--- src/rtl/traffic_light_controller_pkg.sv ---
`default_nettype none
// +--------------------------------------------------------------------------+
// | Module      : traffic_light_controller_pkg                               |
// | Description : Shared definitions for the traffic light controller:       |
// |               3-bit state encodings, Time_Sel codes, LED bit positions   |
// |               and the Moore light decode helpers.                        |
// | Revision    : 1.0 - initial release                                      |
// +--------------------------------------------------------------------------+
package traffic_light_controller_pkg;

    // Encoding 3'd7 is unused; the controller recovers from it to MAIN_GRN1.
    typedef enum logic [2:0] {
        ST_MAIN_GRN1 = 3'd0,
        ST_MAIN_GRN2 = 3'd1,
        ST_MAIN_YEL  = 3'd2,
        ST_WALK      = 3'd3,
        ST_SIDE_GRN  = 3'd4,
        ST_SIDE_EXT  = 3'd5,
        ST_SIDE_YEL  = 3'd6
    } tl_state_e;

    // Time_Sel codes
    localparam logic [1:0] TSEL_BASE = 2'b00;
    localparam logic [1:0] TSEL_EXT  = 2'b01;
    localparam logic [1:0] TSEL_YEL  = 2'b10;
    localparam logic [1:0] TSEL_NOP  = 2'b11;

    // Bit positions inside a {red,yellow,green} LED vector
    localparam int LED_RED = 2;
    localparam int LED_YEL = 1;
    localparam int LED_GRN = 0;

    function automatic logic [2:0] main_led_of(tl_state_e st);
        logic [2:0] led;
        led = 3'b000;
        case (st)
            ST_MAIN_GRN1, ST_MAIN_GRN2: led[LED_GRN] = 1'b1;
            ST_MAIN_YEL:                led[LED_YEL] = 1'b1;
            default:                    led[LED_RED] = 1'b1;
        endcase
        return led;
    endfunction

    function automatic logic [2:0] side_led_of(tl_state_e st);
        logic [2:0] led;
        led = 3'b000;
        case (st)
            ST_SIDE_GRN, ST_SIDE_EXT: led[LED_GRN] = 1'b1;
            ST_SIDE_YEL:              led[LED_YEL] = 1'b1;
            default:                  led[LED_RED] = 1'b1;
        endcase
        return led;
    endfunction

endpackage

`default_nettype wire

--- src/rtl/traffic_light_controller_timer.sv ---
`default_nettype none
// +--------------------------------------------------------------------------+
// | Module      : traffic_interval_timer                                     |
// | Description : TW-bit down-counter holding the seconds remaining in the   |
// |               current light state. Loads on state entry, decrements on   |
// |               each tick, and flags expiry on the tick seen at zero.      |
// | Ports       : clk, Reset_n (async, active-low)                           |
// |               tick      - one-cycle 1 Hz enable                          |
// |               load      - load load_val this cycle (overrides tick)      |
// |               load_val  - duration-1 of the state being entered          |
// |               expired   - tick arrived while the count is zero           |
// | Revision    : 1.0 - initial release                                      |
// +--------------------------------------------------------------------------+
module traffic_interval_timer #(
    parameter int            TW        = 4,
    parameter logic [TW-1:0] RESET_VAL = '0
) (
    input  logic          clk,
    input  logic          Reset_n,
    input  logic          tick,
    input  logic          load,
    input  logic [TW-1:0] load_val,
    output logic          expired
);

    logic [TW-1:0] cnt_q;
    logic [TW-1:0] cnt_d;

    always_comb begin
        cnt_d = cnt_q;
        if (load) begin
            cnt_d = load_val;
        end else if (tick && (cnt_q != '0)) begin
            cnt_d = cnt_q - 1'b1;
        end
    end

    always_ff @(posedge clk or negedge Reset_n) begin
        if (!Reset_n) begin
            cnt_q <= RESET_VAL;
        end else begin
            cnt_q <= cnt_d;
        end
    end

    // With remaining = N-1 loaded on entry, the Nth tick lands on zero.
    assign expired = tick && (cnt_q == '0);

endmodule

`default_nettype wire

--- src/rtl/traffic_light_controller.sv ---
`default_nettype none
// +--------------------------------------------------------------------------+
// | Module      : traffic_light_controller                                   |
// | Description : Sequences main/side street lights and the pedestrian walk  |
// |               lamp. Holds programmable base/extend/yellow intervals, the |
// |               side-sensor and walk-request flags, and the light FSM.     |
// | Ports       : clk, Reset_n (async, active-low), Tick_1Hz (1 Hz enable)  |
// |               Sensor_Sync, WR_Sync, Prog_Sync (synchronised inputs)      |
// |               Time_Sel[1:0], Time_Value[TW-1:0] (reprogram data)         |
// |               Main_LED[2:0], Side_LED[2:0] ({red,yellow,green})          |
// |               Walk_LED, State[2:0] (debug state encoding)                |
// | Revision    : 1.0 - initial release                                      |
// +--------------------------------------------------------------------------+
module traffic_light_controller #(
    parameter int TW     = 4,
    parameter int T_BASE = 6,
    parameter int T_EXT  = 3,
    parameter int T_YEL  = 2
) (
    input  logic          clk,
    input  logic          Reset_n,
    input  logic          Tick_1Hz,
    input  logic          Sensor_Sync,
    input  logic          WR_Sync,
    input  logic          Prog_Sync,
    input  logic [1:0]    Time_Sel,
    input  logic [TW-1:0] Time_Value,
    output logic [2:0]    Main_LED,
    output logic [2:0]    Side_LED,
    output logic          Walk_LED,
    output logic [2:0]    State
);

    import traffic_light_controller_pkg::*;

    tl_state_e     state_q,     state_d;
    tl_state_e     expiry_next;
    logic [TW-1:0] base_q,      base_d;
    logic [TW-1:0] ext_q,       ext_d;
    logic [TW-1:0] yel_q,       yel_d;
    logic          sens_flag_q, sens_flag_d;
    logic          walk_pend_q, walk_pend_d;
    logic [2:0]    main_led_q,  main_led_d;
    logic [2:0]    side_led_q,  side_led_d;
    logic          walk_led_q,  walk_led_d;

    logic          state_legal;
    logic          timer_load;
    logic          timer_expired;
    logic [TW-1:0] entry_dur;
    logic [TW-1:0] timer_load_val;
    logic [TW-1:0] new_value;

    // A programmed interval of 0 would never expire sensibly; store it as 1.
    assign new_value = (Time_Value == '0) ? TW'(1) : Time_Value;

    always_comb begin
        state_d     = state_q;
        base_d      = base_q;
        ext_d       = ext_q;
        yel_d       = yel_q;
        sens_flag_d = sens_flag_q;
        walk_pend_d = walk_pend_q;
        timer_load  = 1'b0;
        state_legal = 1'b1;
        expiry_next = ST_MAIN_GRN1;

        case (state_q)
            ST_MAIN_GRN1: expiry_next = ST_MAIN_GRN2;
            ST_MAIN_GRN2: expiry_next = ST_MAIN_YEL;
            ST_MAIN_YEL:  expiry_next = walk_pend_q ? ST_WALK : ST_SIDE_GRN;
            ST_WALK:      expiry_next = ST_SIDE_GRN;
            ST_SIDE_GRN:  expiry_next = Sensor_Sync ? ST_SIDE_EXT : ST_SIDE_YEL;
            ST_SIDE_EXT:  expiry_next = ST_SIDE_YEL;
            ST_SIDE_YEL:  expiry_next = ST_MAIN_GRN1;
            default:      state_legal = 1'b0;
        endcase

        // Sensor seen on any MAIN_GRN1 cycle, including the expiry cycle,
        // so the MAIN_GRN2 duration below sees it through sens_flag_d.
        if ((state_q == ST_MAIN_GRN1) && Sensor_Sync) begin
            sens_flag_d = 1'b1;
        end
        if (WR_Sync) begin
            walk_pend_d = 1'b1;
        end

        if (Prog_Sync) begin
            case (Time_Sel)
                TSEL_BASE: base_d = new_value;
                TSEL_EXT:  ext_d  = new_value;
                TSEL_YEL:  yel_d  = new_value;
                TSEL_NOP:  ;
            endcase
            state_d     = ST_MAIN_GRN1;
            sens_flag_d = 1'b0;
            walk_pend_d = 1'b0;
            timer_load  = 1'b1;
        end else if (!state_legal) begin
            state_d    = ST_MAIN_GRN1;
            timer_load = 1'b1;
        end else if (timer_expired) begin
            state_d    = expiry_next;
            timer_load = 1'b1;
            if (state_q == ST_SIDE_YEL) begin
                sens_flag_d = 1'b0;
            end
            // Entering WALK serves the request; a same-cycle WR_Sync is absorbed.
            if (expiry_next == ST_WALK) begin
                walk_pend_d = 1'b0;
            end
        end

        // Duration of the state being entered, from the (possibly just
        // reprogrammed) interval values.
        case (state_d)
            ST_MAIN_GRN1, ST_SIDE_GRN: entry_dur = base_d;
            ST_MAIN_GRN2:              entry_dur = sens_flag_d ? ext_d : base_d;
            ST_MAIN_YEL,  ST_SIDE_YEL: entry_dur = yel_d;
            ST_WALK,      ST_SIDE_EXT: entry_dur = ext_d;
            default:                   entry_dur = base_d;
        endcase
        timer_load_val = entry_dur - 1'b1;

        // Lights are decoded from the next state and registered alongside it
        // so they change on the same edge as State.
        main_led_d = main_led_of(state_d);
        side_led_d = side_led_of(state_d);
        walk_led_d = (state_d == ST_WALK);
    end

    always_ff @(posedge clk or negedge Reset_n) begin
        if (!Reset_n) begin
            state_q     <= ST_MAIN_GRN1;
            base_q      <= TW'(T_BASE);
            ext_q       <= TW'(T_EXT);
            yel_q       <= TW'(T_YEL);
            sens_flag_q <= 1'b0;
            walk_pend_q <= 1'b0;
            main_led_q  <= 3'b001;
            side_led_q  <= 3'b100;
            walk_led_q  <= 1'b0;
        end else begin
            state_q     <= state_d;
            base_q      <= base_d;
            ext_q       <= ext_d;
            yel_q       <= yel_d;
            sens_flag_q <= sens_flag_d;
            walk_pend_q <= walk_pend_d;
            main_led_q  <= main_led_d;
            side_led_q  <= side_led_d;
            walk_led_q  <= walk_led_d;
        end
    end

    traffic_interval_timer #(
        .TW        (TW),
        .RESET_VAL (TW'(T_BASE - 1))
    ) u_timer (
        .clk      (clk),
        .Reset_n  (Reset_n),
        .tick     (Tick_1Hz),
        .load     (timer_load),
        .load_val (timer_load_val),
        .expired  (timer_expired)
    );

    assign Main_LED = main_led_q;
    assign Side_LED = side_led_q;
    assign Walk_LED = walk_led_q;
    assign State    = state_q;

endmodule

`default_nettype wire

--- config.mk ---
export PLATFORM = sky130hd
export DESIGN_NAME = traffic_light_controller
export DESIGN_NICKNAME = d
export VERILOG_FILES = /design/src/rtl/traffic_light_controller_pkg.sv /design/src/rtl/traffic_light_controller_timer.sv /design/src/rtl/traffic_light_controller.sv
export SDC_FILE = /design/constraint.sdc
export NUM_CORES = 1
export LEC_CHECK = 0
export CORE_AREA = 8 8 77 79
export CTS_CLUSTER_DIAMETER = 120
export CTS_CLUSTER_SIZE = 28
export DETAILED_ROUTE_END_ITERATION = 10
export DIE_AREA = 0 0 85 87
export PLACE_DENSITY_LB_ADDON = 0.2
export SETUP_SLACK_MARGIN = 0.4
export SLEW_MARGIN = 25
export SYNTH_ARGS = -nofsm -noshare
export SYNTH_HDL_FRONTEND = slang
export SYNTH_SLANG_ARGS = --single-unit
--- constraint.sdc ---
create_clock -name clk -period 3.59 [get_ports clk]
set_clock_uncertainty 0.05 [all_clocks]
set_input_delay 0.5385 -clock clk [delete_from_list [all_inputs] [get_ports clk]]
set_output_delay 0.5385 -clock clk [all_outputs]
set_load 0.02 [all_outputs]
==> run metrics <==
post-synthesis mux area share=0.104; PortBufs=21; Slew Viols, Final=0; CTS Buffer Depth=2; DRC violations left=0; count of flip-flops with a built-in enable after synthesis=0; most frequent cells in the layout=clkdlybuf4s50_1, dfrtp_1, nor2_1; cell breakdown of the critical path=clkdlybuf4s50_1 -> nor3b_2 -> nand2_2 -> mux2i_4 -> inv_1 -> o41ai_1 -> o21bai_2 -> inv_1 -> ha_1 -> xnor2_1 -> mux2_2; Die Span Y=slightly below 90 µm; Vias=1111; maximum number of pins on one net before global-route repair=29; Worst VDD drop=between 0.15 and 0.2 mV; Total GRT Usage=0.0912; area leader, netlist=dfrtp_1; largest family of logic cells by synthesized area=compound AO/OA/AOI/OAI gates; Root Driver=clkbuf_8; f_max=0.332 GHz; Crit path required time=around 3.8 ns; antenna viol nets, final=0; number of vias per cell=roughly 5.1; Initial Util=0.324; Crit path max-delay family=buffers and inverters; syn nets=150; critical path peak fanout=10; Iter 0 DRT Violations=85; first-pass GRT wire length=between 5000 and 6000 µm; dpl hpwl=2650 µm; Cell variety after synth=53; Worst Setup End Kind=flop; Final Core Density=0.401; Synth Flop Type=dfrtp_1; Num CTS Buffers=3; Pwr Density=515 nW/µm²; max cap viols=0; number of synthesis warnings=0; Startpoint Class=primary input; sequential cell area=712 µm²; Hold-fix buffers, CTS=0; Mean Syn Cell Area=about 11 µm²; Mapped Area=1570 µm²; routed wire length=roughly 3300 µm; Tmin final=approximately 3.0 ns; cell mode on critical path=inv_1; worst hold slack=~0.46 ns; area grow syn2layout=23.5%; final setup fails=0; Clock Sink Count=28; Inst Count DP=between 200 and 250; post-cts gate resize count=0; die area=7400 µm²; register area share after synthesis=0.453; CTS H-tree depth=1; initial antenna violation count=0; Top Ports=22; Leak Pwr=0.000778 µW; Post-Synth XOR/XNOR Area=0.00557; Max-Slew Margin vs Limit=0.656; Critical Path AT=approximately 3.2 ns; fraction of layout cells with a size suffix above 1=0.305; Overflow after GRT=0; # diodes=0; most common cell after layout, fill and taps aside=clkdlybuf4s50_1; type of the worst setup path=primary input to flop; Final period util=0.839; max incr delay on CP=0.49 ns; clk slew on worst S/H paths=roughly 0.1 ns; Non-Filler Instances=220; core area=between 4000 and 5000 µm²; Clock Latency Late Sink=0.28 ns; die width=~85 µm; adder-cell share of the synthesized area=0.00796; Hold Crit Class=flop to flop; asr flop ratio synth=1.00; area of the multi-input gates=about 810 µm²; vias in the first global route=1167; Worst Max-Slew Pin Slew=about 0.5 ns; Net count, final=approximately 180; Post-Synth Simple-Gate Area=0.158; routed length per instance=15.2 µm; Final TNS setup=0 ns; Post-Synthesis Cells=~140; Filler cells=roughly 450; share of the synthesized area in the top cell type=0.302; total setup buffers inserted after CTS=0; RSZ-0062 raised after global routing=no; final count of hold timing violations=0; Compound-Gate Fraction of Synth Area=0.234; Rows=26; Synth Register Bits=28; RePlAce Congestion=about 0.80; Crit-path slowest cell=clkdlybuf4s50_1; worst path buffer plus inverter count=3; CTS tree=done; first-pass iteration count of the detailed router=4; Synth area leaders=dfrtp_1, dfstp_2, mux2_2, nor2_1, mux2i_1; status=completed
==> cell usage after synthesis (2+ instances only) <==
library cell / number
dfrtp_1: 19
nor2_1: 15
dfstp_2: 9
mux2_2: 9
inv_1: 8
nand2_1: 7
mux2i_1: 4
nor3_1: 4
o21a_1: 4
o21ai_0: 4
a21oi_1: 3
and2_1: 3
a31oi_1: 2
nand2b_1: 2
nand3b_1: 2
nor2b_1: 2
nor3b_2: 2
o211ai_1: 2
o21bai_1: 2
==> per-stage QoR <==
stage / worst slack, ns / power [µW] / instance area, µm²
global placement: 0.274 / 757 / 1870
CTS: 0.524 / 1010 / 1940
detailed placement: 0.236 / 760 / 1870
floorplan: 0.864 / 663 / 1570
global route: 0.392 / 1060 / 1940
finish: 0.578 / 1000 / 1940
==> state kept, by name, summed over array words and instances, names as in the netlist <==
| signal | flops |
|---|---|
| sens_flag_q | 1 |
| base_q | 4 |
| u_timer.cnt_q | 4 |
| yel_q | 4 |
| ext_q | 4 |
| walk_pend_q | 1 |
| Main_LED | 3 |
| Side_LED | 3 |
| State | 3 |
| Walk_LED | 1 |
==> power by group <==
part	switching [µW]	internal, µW
Combinational	169	148
Clock	100	149
Sequential	45.2	389
==> per-layer routing <==
metal | up-vias | wire (µm) | global-route usage
li1 | 552 | - | -
met1 | 538 | 1410 | 0.101
met2 | 17 | 1760 | 0.163
met3 | 4 | 135 | 0.0236
met4 | 0 | 37 | 0.0356
met5 | - | 0 | 0
==> cell families (layout without fill, tap and decap cells) <==
logic type,Yosys count,after routing
fa+ha+maj,1,1
buf+inv,12,39
compound gates,36,36
flops,28,28
xor+xnor,1,1
simple gates,45,45
mux,14,14
==> final cells by class <==
class                   count  area share
flip-flops and latches     28       0.366
clock buffers               3      0.0212
inverters                   9      0.0187
multi-input cells          97       0.415
well taps                  56      0.0361
clock inverters             1      0.0155
repair buffers             26       0.127
==> final timing paths <==
kind,from,end,slack [ns],depth (start not counted)
min in group asynchronous,Reset_n,walk_pend_q,0.56,2
worst min register to register,yel_q[3],yel_q[3],0.46,1
worst max-delay path,Tick_1Hz,u_timer.cnt_q[2],0.58,11
worst min-delay path,yel_q[3],yel_q[3],0.46,1
max in group asynchronous,Reset_n,u_timer.cnt_q[0],2.62,2
worst max register to register,State[2],u_timer.cnt_q[2],0.74,9
(Power assumes the default switching activity.)
